$ cat src/rtl/fp32_to_int32_seq.sv
// FP32 to signed INT32 converter, multi-cycle.
// Iterative right-shift denormalizer with RNE/RTZ rounding.
module fp32_to_int32_seq #(
  parameter int STEP = 4
) (
  input  logic        clk,
  input  logic        rst,
  input  logic        in_valid,
  output logic        in_ready,
  input  logic [31:0] a,
  input  logic        rnd_mode,
  output logic        out_valid,
  input  logic        out_ready,
  output logic [31:0] res,
  output logic        invalid,
  output logic        inexact
);

  typedef enum logic [1:0] {
    IDLE  = 2'd0,
    SHIFT = 2'd1,
    ROUND = 2'd2,
    DONE  = 2'd3
  } state_t;

  state_t      state_q, state_d;
  logic        s_q, s_d;
  logic        rtz_q, rtz_d;
  logic        nan_q, nan_d;
  logic        inf_q, inf_d;
  logic        zero_q, zero_d;
  logic        ovf_q, ovf_d;
  logic        min_q, min_d;
  logic        fnz_q, fnz_d;
  logic [31:0] man_q, man_d;
  logic [4:0]  n_q, n_d;
  logic        g_q, g_d;
  logic        st_q, st_d;
  logic [31:0] res_q, res_d;
  logic        inv_q, inv_d;
  logic        inx_q, inx_d;

  logic [7:0]  e;
  logic [22:0] f;
  logic [23:0] m;
  logic [2:0]  lsh;
  logic [7:0]  dn;
  logic [4:0]  n_init;
  logic [31:0] m_init;

  logic [31:0] sm;
  logic        sg;
  logic        ss;
  logic [4:0]  sn;

  logic        inc;
  logic [31:0] q2;
  logic [31:0] qs;

  assign in_ready  = (state_q == IDLE);
  assign out_valid = (state_q == DONE);
  assign res       = res_q;
  assign invalid   = inv_q;
  assign inexact   = inx_q;

  // Operand unpack, denormalizer step and rounding datapath
  always_comb begin
    e   = a[30:23];
    f   = a[22:0];
    m   = {1'b1, f};
    lsh = e[2:0] - 3'd6;
    dn  = 8'd150 - e;
    if (e >= 8'd150 && e <= 8'd157) begin
      m_init = {8'b0, m} << lsh;
    end else begin
      m_init = {8'b0, m};
    end
    if (e >= 8'd1 && e <= 8'd149) begin
      n_init = (dn > 8'd26) ? 5'd26 : dn[4:0];
    end else begin
      n_init = 5'd0;
    end

    sm = man_q;
    sg = g_q;
    ss = st_q;
    sn = n_q;
    for (int i = 0; i < STEP; i++) begin
      if (sn != 5'd0) begin
        ss = ss | sg;
        sg = sm[0];
        sm = sm >> 1;
        sn = sn - 5'd1;
      end
    end

    inc = !rtz_q && g_q && (st_q || man_q[0]);
    q2  = man_q + {31'b0, inc};
    qs  = s_q ? (32'd0 - q2) : q2;
  end

  // Next-state and register-update logic
  always_comb begin
    state_d = state_q;
    s_d     = s_q;
    rtz_d   = rtz_q;
    nan_d   = nan_q;
    inf_d   = inf_q;
    zero_d  = zero_q;
    ovf_d   = ovf_q;
    min_d   = min_q;
    fnz_d   = fnz_q;
    man_d   = man_q;
    n_d     = n_q;
    g_d     = g_q;
    st_d    = st_q;
    res_d   = res_q;
    inv_d   = inv_q;
    inx_d   = inx_q;
    unique case (state_q)
      IDLE: begin
        if (in_valid) begin
          s_d     = a[31];
          rtz_d   = rnd_mode;
          nan_d   = (e == 8'd255) && (f != 23'd0);
          inf_d   = (e == 8'd255) && (f == 23'd0);
          zero_d  = (e == 8'd0);
          ovf_d   = (e > 8'd158) ||
                    ((e == 8'd158) &&
                     (!a[31] || f != 23'd0));
          min_d   = (e == 8'd158) && a[31] &&
                    (f == 23'd0);
          fnz_d   = (f != 23'd0);
          man_d   = m_init;
          n_d     = n_init;
          g_d     = 1'b0;
          st_d    = 1'b0;
          state_d = SHIFT;
        end
      end
      SHIFT: begin
        man_d = sm;
        n_d   = sn;
        g_d   = sg;
        st_d  = ss;
        if (sn == 5'd0) state_d = ROUND;
      end
      ROUND: begin
        if (zero_q) begin
          res_d = 32'd0;
          inv_d = 1'b0;
          inx_d = fnz_q;
        end else if (nan_q) begin
          res_d = 32'h7FFF_FFFF;
          inv_d = 1'b1;
          inx_d = 1'b0;
        end else if (inf_q || ovf_q) begin
          res_d = s_q ? 32'h8000_0000 : 32'h7FFF_FFFF;
          inv_d = 1'b1;
          inx_d = 1'b0;
        end else if (min_q) begin
          res_d = 32'h8000_0000;
          inv_d = 1'b0;
          inx_d = 1'b0;
        end else begin
          res_d = qs;
          inv_d = 1'b0;
          inx_d = g_q || st_q;
        end
        state_d = DONE;
      end
      DONE: begin
        if (out_ready) state_d = IDLE;
      end
      default: state_d = IDLE;
    endcase
  end

  // State and datapath registers with synchronous reset
  always_ff @(posedge clk) begin
    if (rst) begin
      state_q <= IDLE;
      s_q     <= 1'b0;
      rtz_q   <= 1'b0;
      nan_q   <= 1'b0;
      inf_q   <= 1'b0;
      zero_q  <= 1'b0;
      ovf_q   <= 1'b0;
      min_q   <= 1'b0;
      fnz_q   <= 1'b0;
      man_q   <= 32'd0;
      n_q     <= 5'd0;
      g_q     <= 1'b0;
      st_q    <= 1'b0;
      res_q   <= 32'd0;
      inv_q   <= 1'b0;
      inx_q   <= 1'b0;
    end else begin
      state_q <= state_d;
      s_q     <= s_d;
      rtz_q   <= rtz_d;
      nan_q   <= nan_d;
      inf_q   <= inf_d;
      zero_q  <= zero_d;
      ovf_q   <= ovf_d;
      min_q   <= min_d;
      fnz_q   <= fnz_d;
      man_q   <= man_d;
      n_q     <= n_d;
      g_q     <= g_d;
      st_q    <= st_d;
      res_q   <= res_d;
      inv_q   <= inv_d;
      inx_q   <= inx_d;
    end
  end

endmodule

$ cat config.mk
export PLATFORM = sky130hd
export DESIGN_NAME = fp32_to_int32_seq
export DESIGN_NICKNAME = d
export VERILOG_FILES = /design/src/rtl/fp32_to_int32_seq.sv
export SDC_FILE = /design/constraint.sdc
export NUM_CORES = 1
export LEC_CHECK = 0
export CORE_UTILIZATION = 60
export DETAILED_ROUTE_END_ITERATION = 10
export PLACE_DENSITY = 0.83
export REMOVE_ABC_BUFFERS = 1
export SLEW_MARGIN = 15
export SYNTH_ARGS = -nofsm -noshare
export SYNTH_HDL_FRONTEND = slang
export SYNTH_SLANG_ARGS = --single-unit
$ cat constraint.sdc
create_clock -name clk -period 6.8 [get_ports clk]
set_clock_uncertainty 0.2 [all_clocks]
set_input_delay 0.68 -clock clk [delete_from_list [all_inputs] [get_ports clk]]
set_output_delay 0.68 -clock clk [all_outputs]
set_load 0.02 [all_outputs]
==> flow_summary.json <==
{
  "p_comb_share_pct": 66.9,
  "die-area_um2": 14030,
  "cts_tree": "built",
  "cpPeakStageDelay_ps": 860,
  "p_seq_share_pct": 21.2,
  "cp_num_buf_inv": 1,
  "swShare_pct": 53.45,
  "async_flop_share_pct": 0,
  "cp_common_cell": "mux2i_1",
  "n_antenna_cell": 0,
  "synth.cells.most_frequent": "106 x a21oi_1, 104 x nor2_1, 89 x nand2_1",
  "worst_slack_ps": 2380,
  "p_int_mw": 2.045,
  "ys.flop_type": "dfxtp_1",
  "finalPower_mw": 4.393,
  "clockBufferDepth": 2,
  "slew_violations": 0,
  "h-tree-depth": 3,
  "worstPathRequired_ps": 6810,
  "core_region_area_um2": 13240,
  "port_buffers": 72,
  "synth_cell_types": 77,
  "critical_path_class": "reg -> reg",
  "dp_hpwl_mm": 17.35,
  "ant_nets": 0,
  "power.density_nw_per_um2": 486.3,
  "drive_above_1_share_pct": 5.893,
  "synth.most_common_cell": "a21oi_1",
  "p_clk_share_pct": 11.8,
  "cts-resized-gates": 0,
  "end_kind": "flop",
  "synth_edf_count": 0,
  "pre_cts_slack_ps": 2440,
  "crit_family": "simple AND/OR/NAND/NOR gates",
  "wire_per_inst_um": 18.77,
  "slew_headroom_pct": 25.85,
  "yosys.area.top_type": "dfxtp_1",
  "layout.nets": 1152,
  "first_global_vias": 7682,
  "seq_area_frac_synth_pct": 20.42,
  "yosysWarnings": 0,
  "finalInstanceArea_um2": 9034,
  "track_usage_pct": 34.51,
  "rsz0062_at_grt": "false",
  "synth_top_area_share_pct": 20.42,
  "hold_class": "reg -> reg",
  "finalSetupViolCount": 0,
  "num_io_pins": 73,
  "post_cts_buffers": 0,
  "antenna_found_initial": 0,
  "grt_pass1_wl_mm": 39.05,
  "hold_buffers": 0,
  "synth_area_um2": 8135,
  "nFillCells": 1169,
  "period_share_pct": 65.00,
  "critPathSlowestCell": "nand2_1",
  "leakagePower_nw": 3.117,
  "cts_sinks": 83,
  "grt_overflow": 0,
  "max-cap-violations": 0,
  "vias_per_cell": 6.789,
  "finalNonFillerCells": 1279,
  "path_cells": "inv_1 -> ha_1 -> nor4b_1 -> o21ai_0 -> nand2_1 -> a21oi_1 -> mux2i_1 -> mux2i_1 -> a2111oi_0",
  "dp_cells": 1263,
  "gp_congestion": 0.9617,
  "synthCells": 1109,
  "drtPass1Iterations": 6,
  "synth_area_leaders": "dfxtp_1 20%, a21oi_1 6.5%, mux2i_1 6.4%",
  "clk_latency_ps": 360,
  "grt_max_degree": 67,
  "fmax_ghz": 0.2262,
  "via_count": 8683,
  "outcome": "finished clean",
  "worst_pin_slew_ps": 1108,
  "p_sw_mw": 2.348,
  "fin_crit_ps": 4420,
  "hold_violations": 0,
  "peakVddDrop_v": 0.0003784,
  "drc": 0,
  "ys_ff_latch": 83,
  "cts_root_buf": "clkbuf_16",
  "drtIter0Drc": 972,
  "place_area_um2": 8723,
  "cp.arrival_ps": 4430,
  "cts_buffers": 9,
  "die_x_um": 118.4,
  "areaGrowthSynthToFinish_pct": 11.04,
  "routed_wl_mm": 24.01,
  "startpoint_type": "flop",
  "start_util_pct": 61.43,
  "rows": 42,
  "critPathMaxFanout": 30,
  "clk_pin_slew_ps": 70,
  "die_y_um": 118.4,
  "finalSetupTns_ps": 0,
  "syn_avg_cell_area_um2": 7.336
}
## path summary, 6_finish.rpt
kind	depth (start not counted)	slack, ps	startpoint	to
min	2	260	res[31]$_SDFFE_PP0P_	res[31]$_SDFFE_PP0P_
max	9	2380	n_q[0]$_SDFFE_PP0P_	man_q[15]$_SDFFE_PP0P_
max reg2reg	9	2380	n_q[0]$_SDFFE_PP0P_	man_q[15]$_SDFFE_PP0P_
min reg2reg	2	260	res[31]$_SDFFE_PP0P_	res[31]$_SDFFE_PP0P_
## through the flow
step                hold WS [ps]  utilization, %
detailed placement         242.7           65.87
finish                     258.6           68.22
CTS                        256.8           68.21
global route               289.3           68.22
floorplan                  230.8               -
global placement           243.8           65.85
## tightest hold or removal path: stages, from the launching register on
cell     delay (ps)
dfxtp_1         310
nand2_1          50
o31ai_1          50
## cell usage in the layout, fill, tap and decap left out, types with 5 or more instances in the layout
cell type	Yosys	routed
a2111oi_0	18	18
a211oi_1	37	37
a21boi_0	5	5
a21oi_1	106	106
a221o_1	5	5
a22o_1	32	32
a22oi_1	13	13
a311oi_1	11	11
a31oi_1	10	10
and2_1	11	11
and3_1	9	9
and4_1	8	8
buf_4	4	12
clkbuf_16	0	9
clkdlybuf4s50_1	0	70
dfxtp_1	83	83
ha_1	17	17
inv_1	22	22
mux2_2	11	11
mux2i_1	52	52
mux4_2	7	7
nand2_1	89	89
nand3_1	31	31
nand4_1	18	18
nor2_1	104	102
nor2b_1	11	11
nor3_1	43	43
nor4_1	14	13
o211ai_1	5	5
o21ai_0	60	60
o21ai_1	6	5
o22ai_1	9	9
o31ai_1	15	15
or3_1	8	8
xnor2_1	43	43
xor2_1	25	25
## kinds of logic (layout without fill, tap and decap cells)
kind of cell,Yosys count,after routing,synth area share (%)
buffers and inverters,131,125,6.736
multiplexers,70,70,9.859
AND/OR/NAND/NOR,371,371,22.62
XOR/XNOR,68,68,7.321
flip-flops,83,83,20.42
AO/OA/AOI/OAI,368,368,30.30
adder cells (fa/ha/maj),18,18,2.738
## final cells by class
| type | instances | area [µm²] | share of cell area (%) |
|---|---|---|---|
| Clock inverter | 7 | 83.83 | 0.9280 |
| Timing Repair Buffer | 84 | 800.8 | 8.864 |
| Clock buffer | 9 | 225.2 | 2.493 |
| Sequential cell | 83 | 1662 | 18.39 |
| Multi-Input combinational cell | 895 | 5948 | 65.84 |
| Tap cell | 176 | 220.2 | 2.438 |
| Inverter | 25 | 93.84 | 1.039 |
## per-layer routing
layer / wire, µm / GRT usage (%)
met5: 0 / 0
met4: 957 / 17.72
met3: 2090 / 4.633
met1: 10180 / 45.65
met2: 10780 / 54.89
## power by group through the flow
| stage | clock network, mW | logic, mW | registers [mW] |
|---|---|---|---|
| final | 0.519 | 2.94 | 0.933 |
| after global routing | 0.539 | 3.17 | 0.955 |
| after CTS | 0.522 | 2.86 | 0.917 |
| after detailed placement | 0 | 2.84 | 0.927 |
| after global placement | 0 | 2.81 | 0.921 |
| after floorplan | 0 | 2.09 | 0.876 |
## flip-flops by register name (all words and copies together) (netlist names), 2 cells and up
name / flops
res: 32
man_q: 32
n_q: 5
state_q: 2
Note: power is estimated with default switching activity, not from simulation.
